<file path="config.mk">
export PLATFORM = sky130hd
export DESIGN_NAME = cmac_job_sequencer_flat
export DESIGN_NICKNAME = d
export VERILOG_FILES = /design/src/rtl/cmac_job_sequencer_if.sv /design/src/rtl/cmac_job_sequencer.sv /design/src/flat_wrapper.sv
export SDC_FILE = /design/constraint.sdc
export NUM_CORES = 1
export LEC_CHECK = 0
export ABC_AREA = 1
export BUFFER_PORTS_ARGS = -buffer_cell sky130_fd_sc_hd__buf_2
export CAP_MARGIN = 10
export CELL_PAD_IN_SITES_DETAIL_PLACEMENT = 0
export CELL_PAD_IN_SITES_GLOBAL_PLACEMENT = 2
export CORE_ASPECT_RATIO = 1.5
export CORE_MARGIN = 5
export CORE_UTILIZATION = 23
export CTS_BUF_LIST = sky130_fd_sc_hd__clkbuf_8
export CTS_CLUSTER_DIAMETER = 150
export DETAILED_ROUTE_END_ITERATION = 8
export PLACE_DENSITY_LB_ADDON = 0.1
export SETUP_SLACK_MARGIN = 0.4
export SLEW_MARGIN = 10
export SYNTH_ARGS = -nofsm -noshare
export SYNTH_HDL_FRONTEND = slang
export SYNTH_SLANG_ARGS = --single-unit
</file>
<file path="constraint.sdc">
create_clock -name CLK -period 2 [get_ports CLK]
set_input_delay 0.1 -clock CLK [delete_from_list [all_inputs] [get_ports CLK]]
set_output_delay 0.1 -clock CLK [all_outputs]
set_load 0.1 [all_outputs]
</file>
<file path="src/rtl/cmac_job_sequencer_if.sv">
// Job-side handshake bundle of the CMAC job sequencer: command, operand stream and result port.
// The master modport is the feeder/writeback side; the slave modport is the sequencer.
interface cmac_job_sequencer_if #(
  parameter int LEN_W = 16
) ();
  logic             cmd_valid;
  logic             cmd_ready;
  logic [LEN_W-1:0] cmd_len;
  logic [31:0]      cmd_init;
  logic             op_valid;
  logic             op_ready;
  logic [31:0]      op_x;
  logic [31:0]      op_y;
  logic             res_valid;
  logic             res_ready;
  logic [31:0]      res_data;

  modport master (
    output cmd_valid, cmd_len, cmd_init, op_valid, op_x, op_y, res_ready,
    input  cmd_ready, op_ready, res_valid, res_data
  );

  modport slave (
    input  cmd_valid, cmd_len, cmd_init, op_valid, op_x, op_y, res_ready,
    output cmd_ready, op_ready, res_valid, res_data
  );
endinterface

</file>
<file path="src/rtl/cmac_job_sequencer.sv">
// Sequences one packed-complex MAC job: loads the accumulator on the first beat,
// streams operand pairs, then captures the accumulated value into a one-deep result slot.
module cmac_job_sequencer #(
  parameter int LEN_W = 16
) (
  input  logic                 CLK,
  input  logic                 RST_N,
  cmac_job_sequencer_if.slave  job,
  output logic [31:0]          mac_x,
  output logic [31:0]          mac_y,
  output logic [31:0]          mac_accum,
  output logic                 mac_is_load,
  output logic                 mac_enable,
  input  logic [31:0]          mac_result,
  output logic                 busy
);

  typedef enum logic [1:0] {
    ST_IDLE = 2'd0,
    ST_RUN  = 2'd1,
    ST_CAP  = 2'd2
  } state_t;

  localparam logic [LEN_W-1:0] LEN_ZERO = {LEN_W{1'b0}};
  localparam logic [LEN_W-1:0] LEN_ONE  = {{(LEN_W-1){1'b0}}, 1'b1};

  state_t           state_r;
  logic [LEN_W-1:0] remaining_r;
  logic [31:0]      init_r;
  logic             first_r;
  logic             zlen_r;
  logic             cmd_ready_r;
  logic             op_ready_r;
  logic             busy_r;
  logic             res_valid_r;
  logic [31:0]      res_data_r;

  logic             cmd_fire_s;
  logic             op_fire_s;
  logic             slot_free_s;

  // Handshake qualifiers derived from the registered ready/valid flags
  always_comb begin
    cmd_fire_s  = job.cmd_valid & cmd_ready_r;
    op_fire_s   = job.op_valid & op_ready_r;
    slot_free_s = ~res_valid_r | job.res_ready;
  end

  assign job.cmd_ready = cmd_ready_r;
  assign job.op_ready  = op_ready_r;
  assign job.res_valid = res_valid_r;
  assign job.res_data  = res_data_r;
  assign busy          = busy_r;

  // The MAC only advances on an accepted operand, so a stalled stream freezes its state
  assign mac_x       = job.op_x;
  assign mac_y       = job.op_y;
  assign mac_accum   = init_r;
  assign mac_enable  = op_fire_s;
  assign mac_is_load = first_r & op_ready_r;

  // Job FSM, result slot and registered status flags
  always_ff @(posedge CLK or negedge RST_N) begin
    if (!RST_N) begin
      state_r     <= ST_IDLE;
      remaining_r <= LEN_ZERO;
      init_r      <= 32'h0000_0000;
      first_r     <= 1'b0;
      zlen_r      <= 1'b0;
      cmd_ready_r <= 1'b1;
      op_ready_r  <= 1'b0;
      busy_r      <= 1'b0;
      res_valid_r <= 1'b0;
      res_data_r  <= 32'h0000_0000;
    end else begin
      if (res_valid_r && job.res_ready) begin
        res_valid_r <= 1'b0;
      end
      case (state_r)
        ST_IDLE: begin
          if (cmd_fire_s) begin
            init_r      <= job.cmd_init;
            remaining_r <= job.cmd_len;
            cmd_ready_r <= 1'b0;
            busy_r      <= 1'b1;
            if (job.cmd_len == LEN_ZERO) begin
              zlen_r  <= 1'b1;
              state_r <= ST_CAP;
            end else begin
              first_r    <= 1'b1;
              zlen_r     <= 1'b0;
              op_ready_r <= 1'b1;
              state_r    <= ST_RUN;
            end
          end
        end
        ST_RUN: begin
          if (op_fire_s) begin
            first_r     <= 1'b0;
            remaining_r <= remaining_r - LEN_ONE;
            // Compare before decrementing so a full-length job never wraps
            if (remaining_r == LEN_ONE) begin
              op_ready_r <= 1'b0;
              state_r    <= ST_CAP;
            end
          end
        end
        ST_CAP: begin
          if (slot_free_s) begin
            res_data_r  <= zlen_r ? init_r : mac_result;
            res_valid_r <= 1'b1;
            cmd_ready_r <= 1'b1;
            busy_r      <= 1'b0;
            state_r     <= ST_IDLE;
          end
        end
        default: begin
          cmd_ready_r <= 1'b1;
          op_ready_r  <= 1'b0;
          busy_r      <= 1'b0;
          first_r     <= 1'b0;
          state_r     <= ST_IDLE;
        end
      endcase
    end
  end

endmodule

</file>
<file path="src/flat_wrapper.sv">
// flat-port wrapper written by rule: the top's interface ports become plain ports
module cmac_job_sequencer_flat 
#(
  parameter int LEN_W = 16
)
  (CLK, RST_N, mac_x, mac_y, mac_accum, mac_is_load, mac_enable, mac_result, busy, job_cmd_valid, job_cmd_len, job_cmd_init, job_op_valid, job_op_x, job_op_y, job_res_ready, job_cmd_ready, job_op_ready, job_res_valid, job_res_data);
  cmac_job_sequencer_if #(.LEN_W(LEN_W)) job_i ();
  input  logic CLK;
  input  logic RST_N;
  output logic [31:0] mac_x;
  output logic [31:0] mac_y;
  output logic [31:0] mac_accum;
  output logic mac_is_load;
  output logic mac_enable;
  input  logic [31:0] mac_result;
  output logic busy;
  input wire logic [$bits(job_i.cmd_valid)-1:0] job_cmd_valid;
  input wire logic [$bits(job_i.cmd_len)-1:0] job_cmd_len;
  input wire logic [$bits(job_i.cmd_init)-1:0] job_cmd_init;
  input wire logic [$bits(job_i.op_valid)-1:0] job_op_valid;
  input wire logic [$bits(job_i.op_x)-1:0] job_op_x;
  input wire logic [$bits(job_i.op_y)-1:0] job_op_y;
  input wire logic [$bits(job_i.res_ready)-1:0] job_res_ready;
  output wire logic [$bits(job_i.cmd_ready)-1:0] job_cmd_ready;
  output wire logic [$bits(job_i.op_ready)-1:0] job_op_ready;
  output wire logic [$bits(job_i.res_valid)-1:0] job_res_valid;
  output wire logic [$bits(job_i.res_data)-1:0] job_res_data;
  assign job_i.cmd_valid = job_cmd_valid;
  assign job_i.cmd_len = job_cmd_len;
  assign job_i.cmd_init = job_cmd_init;
  assign job_i.op_valid = job_op_valid;
  assign job_i.op_x = job_op_x;
  assign job_i.op_y = job_op_y;
  assign job_i.res_ready = job_res_ready;
  assign job_cmd_ready = job_i.cmd_ready;
  assign job_op_ready = job_i.op_ready;
  assign job_res_valid = job_i.res_valid;
  assign job_res_data = job_i.res_data;
  cmac_job_sequencer #(.LEN_W(LEN_W)) u_core (.CLK(CLK), .RST_N(RST_N), .job(job_i), .mac_x(mac_x), .mac_y(mac_y), .mac_accum(mac_accum), .mac_is_load(mac_is_load), .mac_enable(mac_enable), .mac_result(mac_result), .busy(busy));
endmodule
</file>
== After elaboration in Yosys (flattened, before gate mapping) ==
Cells that the tools add are included.
Word-level totals
  register bits: 88
  bits of input ports: 149
  output and inout bits: 134
  word-level logic and storage cells: 64
Operators by class
  $add $sub $neg: 1
  equality and inequality tests: 8
  multiplexer cells: 27
  bitwise operators: 7
  reduce and logical (&&, ||, !) cells: 11
Operators by type and width (count)
  two-way mux 16 bit: 2
  two-way mux 32 bit: 1
  case mux 16 bit (2 select lines): 1
  equality test 16 x 1 -> 1 bit (second input constant): 1
  logical NOT 16 bit: 1
  subtractor 16 x 1 -> 16 bit (second input constant): 1
  two-way mux 1 bit: 13
  case mux 1 bit (3 select lines): 4
  two-way mux 2 bit: 5
  AND reduction 4 bit: 2
  != test 2 x 1 -> 1 bit (second input constant): 3
  case mux 2 bit (3 select lines): 1
  AND reduction 3 bit: 2
  AND reduction 5 bit: 1
  != test 2 bit (second input constant): 2
  AND reduction 2 bit: 2
  bitwise AND 1 bit: 3
  inverter 1 bit: 3
  equality test 2 x 1 -> 1 bit (second input constant): 1
  equality test 2 bit (second input constant): 1
  logical NOT 2 bit: 1
  nonzero test 2 bit: 1
  logical AND 1 bit: 1
  OR 1 bit: 1

== Depth between registers and ports, before layout ==
  word-level depth: 4
  mapped depth: 10
  mapped depth without buffers: 10

== Worst setup path after synthesis ==
Ideal clock, no wire load.
  kind: register -> register
  start: register u_core.op_ready_r (netlist: u_core.job.op_ready)
  end: register u_core.remaining_r[4]
  setup time: 128 ps
  arrival time: 1793 ps
  data required time: 1872 ps
  path slack: 79 ps
  cell stages (with the launch flop): 9
  path buffers: 1
  period minus slack after synthesis: 1921 ps
  cell sequence: dfrtp_1 -> nand2_1 -> nand2_1 -> nand2_1 -> nor2_2 -> inv_2 -> buf_4 -> o21ai_1 -> o21ai_0
Between the ends
  word-level cells in the longest chain between the ends: 3
RTL lines
  start, declared: line cmac_job_sequencer.sv:33  | logic op_ready_r;
  start signal, assigned: line cmac_job_sequencer.sv:71  | op_ready_r <= 1'b0;
  start signal, assigned: line cmac_job_sequencer.sv:92  | op_ready_r <= 1'b1;
  start signal, assigned: line cmac_job_sequencer.sv:103  | op_ready_r <= 1'b0;
  bitwise AND 1 bit: line cmac_job_sequencer.sv:45  | op_fire_s = job.op_valid & op_ready_r;
  != test 2 bit (no line)
  AND reduction 3 bit (no line)
  end signal, assigned: line cmac_job_sequencer.sv:83  | remaining_r <= job.cmd_len;
  end signal, assigned: line cmac_job_sequencer.sv:100  | remaining_r <= remaining_r - LEN_ONE;
  end, declared: line cmac_job_sequencer.sv:28  | logic [LEN_W-1:0] remaining_r;
Every way passes these cells.
A chain may end at the register's enable or synchronous reset.

== Final worst setup path ==
  start: register u_core.state_r[0]
  end: register u_core.res_data_r[30] (netlist: u_core.job.res_data[30])
Between the ends
  word-level cells in the longest chain between the ends: 2
RTL lines
  start, declared: line cmac_job_sequencer.sv:27  | state_t state_r;
  start signal, assigned: line cmac_job_sequencer.sv:65  | state_r <= ST_IDLE;
  start signal, assigned: line cmac_job_sequencer.sv:88  | state_r <= ST_CAP;
  start signal, assigned: line cmac_job_sequencer.sv:93  | state_r <= ST_RUN;
  equality test 2 bit: line cmac_job_sequencer.sv:79  | case (state_r)
  AND reduction 2 bit (no line)
  end signal, assigned: line cmac_job_sequencer.sv:110  | res_data_r <= zlen_r ? init_r : mac_result;
  end, declared: line cmac_job_sequencer.sv:36  | logic [31:0] res_data_r;
Every way passes these cells.

==> key figures <==
Setup path
  – Crit-path most repeated cell: nor2_4
  – Reg-to-reg setup timing slack: 470 ps
  – Critical R2R Capture: u_core.job.res_data[30]
  – CP startpoint kind: flip-flop
  – Critical-path cell list: buf_4 -> nor2_4 -> inv_2 -> nor2_4 -> buf_12 -> buf_6 -> a31oi_1
  – Critical Path Sink Type: flip-flop
  – CP Class: flip-flop to flip-flop
  – RR Startpoint: u_core.state_r[0]
  – Max stage delay cell, worst path: dfrtp_1
  – CP bufs+invs: 4
  – Critical path arrival: 1780 ps
  – CP required: 2250 ps
  – CP max stage delay: 430 ps
  – Crit path max fanout: 16
  – Top cell family by delay on the critical path: buffers and inverters
  – Reg2Reg Depth: 7

Power and ir drop
  – PwrDens: 2080 nW/um2
  – Static Leakage: 3.25 nW
  – Psw: 0.00855 W
  – Sequential share of power: 0.252
  – Internal power: 0.00474 W
  – Switching share of power: 0.644
  – Logic pwr share: 0.655
  – Clock power share: 0.092
  – VDD IR max: 1.22 mV

Clock tree
  – H-tree depth: 3
  – Worst-Skew Late Latency: 380 ps
  – Sink Count: 88
  – Max Buffers Root-to-Sink: 2
  – CTS Root Cell: clkbuf_8
  – Clock-pin slew on the worst setup and hold paths: 100 ps
  – Inserted Clock Buffers: 9
  – TritonCTS clock tree: done

Timing
  – Least-Margin Pin Slew: 527 ps
  – Slew Limit Headroom: 0.651
  – Final worst-path cycle share: 0.765
  – RSZ-0062 raised after global routing: yes
  – Fin worst setup slack: 470 ps
  – Sum Neg Setup Slack: 0 ps
  – Final Max Tran Viols: 0
  – Final setup vio count: 0
  – Final setup skew: 10.7 ps
  – Max Fclk: 0.654 GHz
  – Hold_ws: 32.1 ps
  – Final Hold Viols: 0
  – Period minus WS final: 1530 ps

Final layout
  – N_diodes: 0
  – Fill cells: 2293
  – Share of cells above drive strength 1: 0.264
  – Synthesis-to-layout area growth: 35.2%
  – Final nets: 950
  – Fin cells: 1068
  – Final core utilization: 0.315

Synthesis
  – Main combinational cell family by area after synthesis: simple AND/OR/NAND/NOR gates
  – Synth top area share: 0.460
  – Simple-gate share of the synthesized area: 0.306
  – Post-synth top cells: 258 x nand2_1, 88 x nor2_1, 87 x dfrtp_1
  – Ranking of synthesized cells by area: dfrtp_1 46%, nand2_1 20%, buf_4 11%
  – Synth warnings: 0
  – Netlist cell types: 26
  – Synth Area per Inst: 7.42 um2
  – Count leader, synth: nand2_1
  – Syn nets: 789
  – Mux contribution to synthesized area: 0
  – EDFF count, synth: 0
  – Top FF cell, synth: dfrtp_1
  – Post-synthesis adder-cell area fraction: 0.00529
  – Mapped Cells: 638
  – Xor/xnor cell area share of the yosys netlist: 0.00370
  – Flops & latches, synth: 88
  – Post-synthesis sequential area ratio: 0.465
  – Cell Area, Synth: 4730 um2
  – Post-synthesis compound-gate area fraction: 0.0692
  – Leading area contributor after synthesis: dfrtp_1
  – Post-synth ARST share: 1.00

Worst hold path
  – Worst Hold End: u_core.remaining_r[2]
  – Worst Hold Class: input port to flip-flop
  – Hold_sp: job_cmd_len[2]
  – Cells on Worst Hold Path: 3

GRT
  – Tot GR Track Use: 0.142
  – Initial antenna violation count: 0
  – Vias in the first global route: 4810
  – Largest net degree at the start of global routing: 65
  – Gr ovfl total: 0
  – First-pass GRT wire length: 26100 um

Routing
  – Iteration-0 DRC Markers: 183
  – TritonRoute pass-1 iters: 4
  – Vias per inst: 4.25
  – Via count: 4542
  – WL met2: 9470 um
  – WL met3: 1070 um
  – Max layer used: met4
  – DR DRC count: 0
  – Met1 WL: 6800 um
  – Drt wl/cell: 16.5 um
  – WL final: 17600 um
  – Detail Route Antenna Nets: 0

Floorplan
  – Initial Util: 0.233
  – Die area: 23600 um2
  – CORE AREA: 20300 um2
  – IO Count: 283
  – Core Rows: 64
  – Die X: 127 um
  – Die H: 186 um

Placement
  – Pre-CTS setup slack: 345 ps
  – Placed insts: 980
  – Count of buffers from port buffering: 154
  – GPL Wtd Cong: 0.767
  – Dpl hpwl: 12300 um

Job
  – Max Cap Viol: 0

Outcome
  – Outcome: completed
==> power by group through the flow <==
| stage | sequential (W) | clock [W] | combinational, W |
|---|---|---|---|
| floorplan | 0.00801 | 0 | 0.00276 |
| global placement | 0.00340 | 0 | 0.00856 |
| detailed placement | 0.00338 | 0 | 0.00860 |
| CTS | 0.00336 | 0.00129 | 0.00873 |
| global route | 0.00348 | 0.00136 | 0.00930 |
| finish | 0.00335 | 0.00123 | 0.00871 |
==> worst max-delay path by stage <==
stage	to	slack, ps	depth (start not counted)	startpoint
6_report	u_core.job.res_data[30]	470	7	u_core.state_r[0]
5_1_grt	u_core.job.res_data[2]	380	8	u_core.state_r[0]
2_1_floorplan	u_core.remaining_r[4]	330	8	u_core.job.cmd_ready
3_5_place_dp	u_core.remaining_r[12]	350	9	u_core.remaining_r[0]
4_1_cts	u_core.mac_accum[22]	400	5	u_core.job.cmd_ready
3_3_place_gp	u_core.remaining_r[10]	370	9	u_core.remaining_r[0]
==> metal layers <==
metal	up-vias	track usage
li1	2251	-
met1	2121	0.151
met2	146	0.268
met3	24	0.0428
met4	0	0.0451
met5	-	0
==> what timing repair did <==
action | CTS | global route
endpoints found under the setup margin | 45 | 79
pin swaps | 0 | 4
gates resized for setup | 6 | 13
hold buffers | 66 | 0
gates cloned | 0 | 5
hold endpoints to repair | 132 | 0
buffers inserted | 0 | 1
==> worst register-to-register path, stage by stage (launching register included) <==
cell     delay (ps)
dfrtp_1         430
buf_4           180
nor2_4          140
inv_2            70
nor2_4          120
buf_12          140
buf_6           210
a31oi_1         100
==> registers in the layout (all words and copies together) (netlist names) <==
name and flops:
u_core.job.res_valid 1, u_core.first_r 1, u_core.remaining_r 16, u_core.state_r 2
u_core.zlen_r 1, u_core.job.op_ready 1, u_core.job.cmd_ready 1, u_core.busy 1
u_core.job.res_data 32, u_core.mac_accum 32
==> cells by family after synthesis <==
kind of cell               Yosys count
AOI/OAI and AO/OA                   57
and+or+nand+nor                    372
buffers and inverters              117
DFF                                 88
xor gates and xnor gates             2
adders and majority gates            2
==> cell type report <==
class,instances,area [um2],area share
Tap cell,264,330,0.0516
Multi-Input combinational cell,433,1870,0.292
Clock inverter,7,57.6,0.00899
Inverter,28,113,0.0176
Clock buffer,9,124,0.0193
Timing Repair Buffer,239,1700,0.266
Sequential cell,88,2210,0.345
==> per-stage QoR <==
stage | power [W] | area [um2]
after global routing | 0.0141 | 6400
after global placement | 0.0120 | 5380
after CTS | 0.0134 | 6240
after detailed placement | 0.0120 | 5380
after floorplan | 0.0108 | 4780
final | 0.0133 | 6400
==> layout by cell type (no fill, tap or decap), types with 2 or more instances in the layout <==
| cell type | synthesis | routed |
|---|---|---|
| nand2_1 | 258 | 256 |
| buf_2 | 4 | 152 |
| dfrtp_1 | 87 | 84 |
| nor2_1 | 88 | 83 |
| dlygate4sd3_1 | 0 | 66 |
| a31oi_1 | 32 | 32 |
| inv_1 | 24 | 24 |
| nand3_1 | 16 | 16 |
| o21ai_0 | 13 | 13 |
| buf_4 | 69 | 10 |
| clkbuf_8 | 0 | 9 |
| a21oi_1 | 6 | 6 |
| nor2_2 | 3 | 5 |
| o21ai_1 | 5 | 5 |
| nor2_4 | 1 | 4 |
| buf_12 | 0 | 4 |
| inv_2 | 4 | 3 |
| clkinv_4 | 0 | 3 |
| clkbuf_16 | 0 | 3 |
| buf_6 | 1 | 3 |
| dfrtp_2 | 0 | 3 |
| inv_6 | 0 | 2 |
| or2_2 | 2 | 2 |
(Power assumes the default switching activity.)
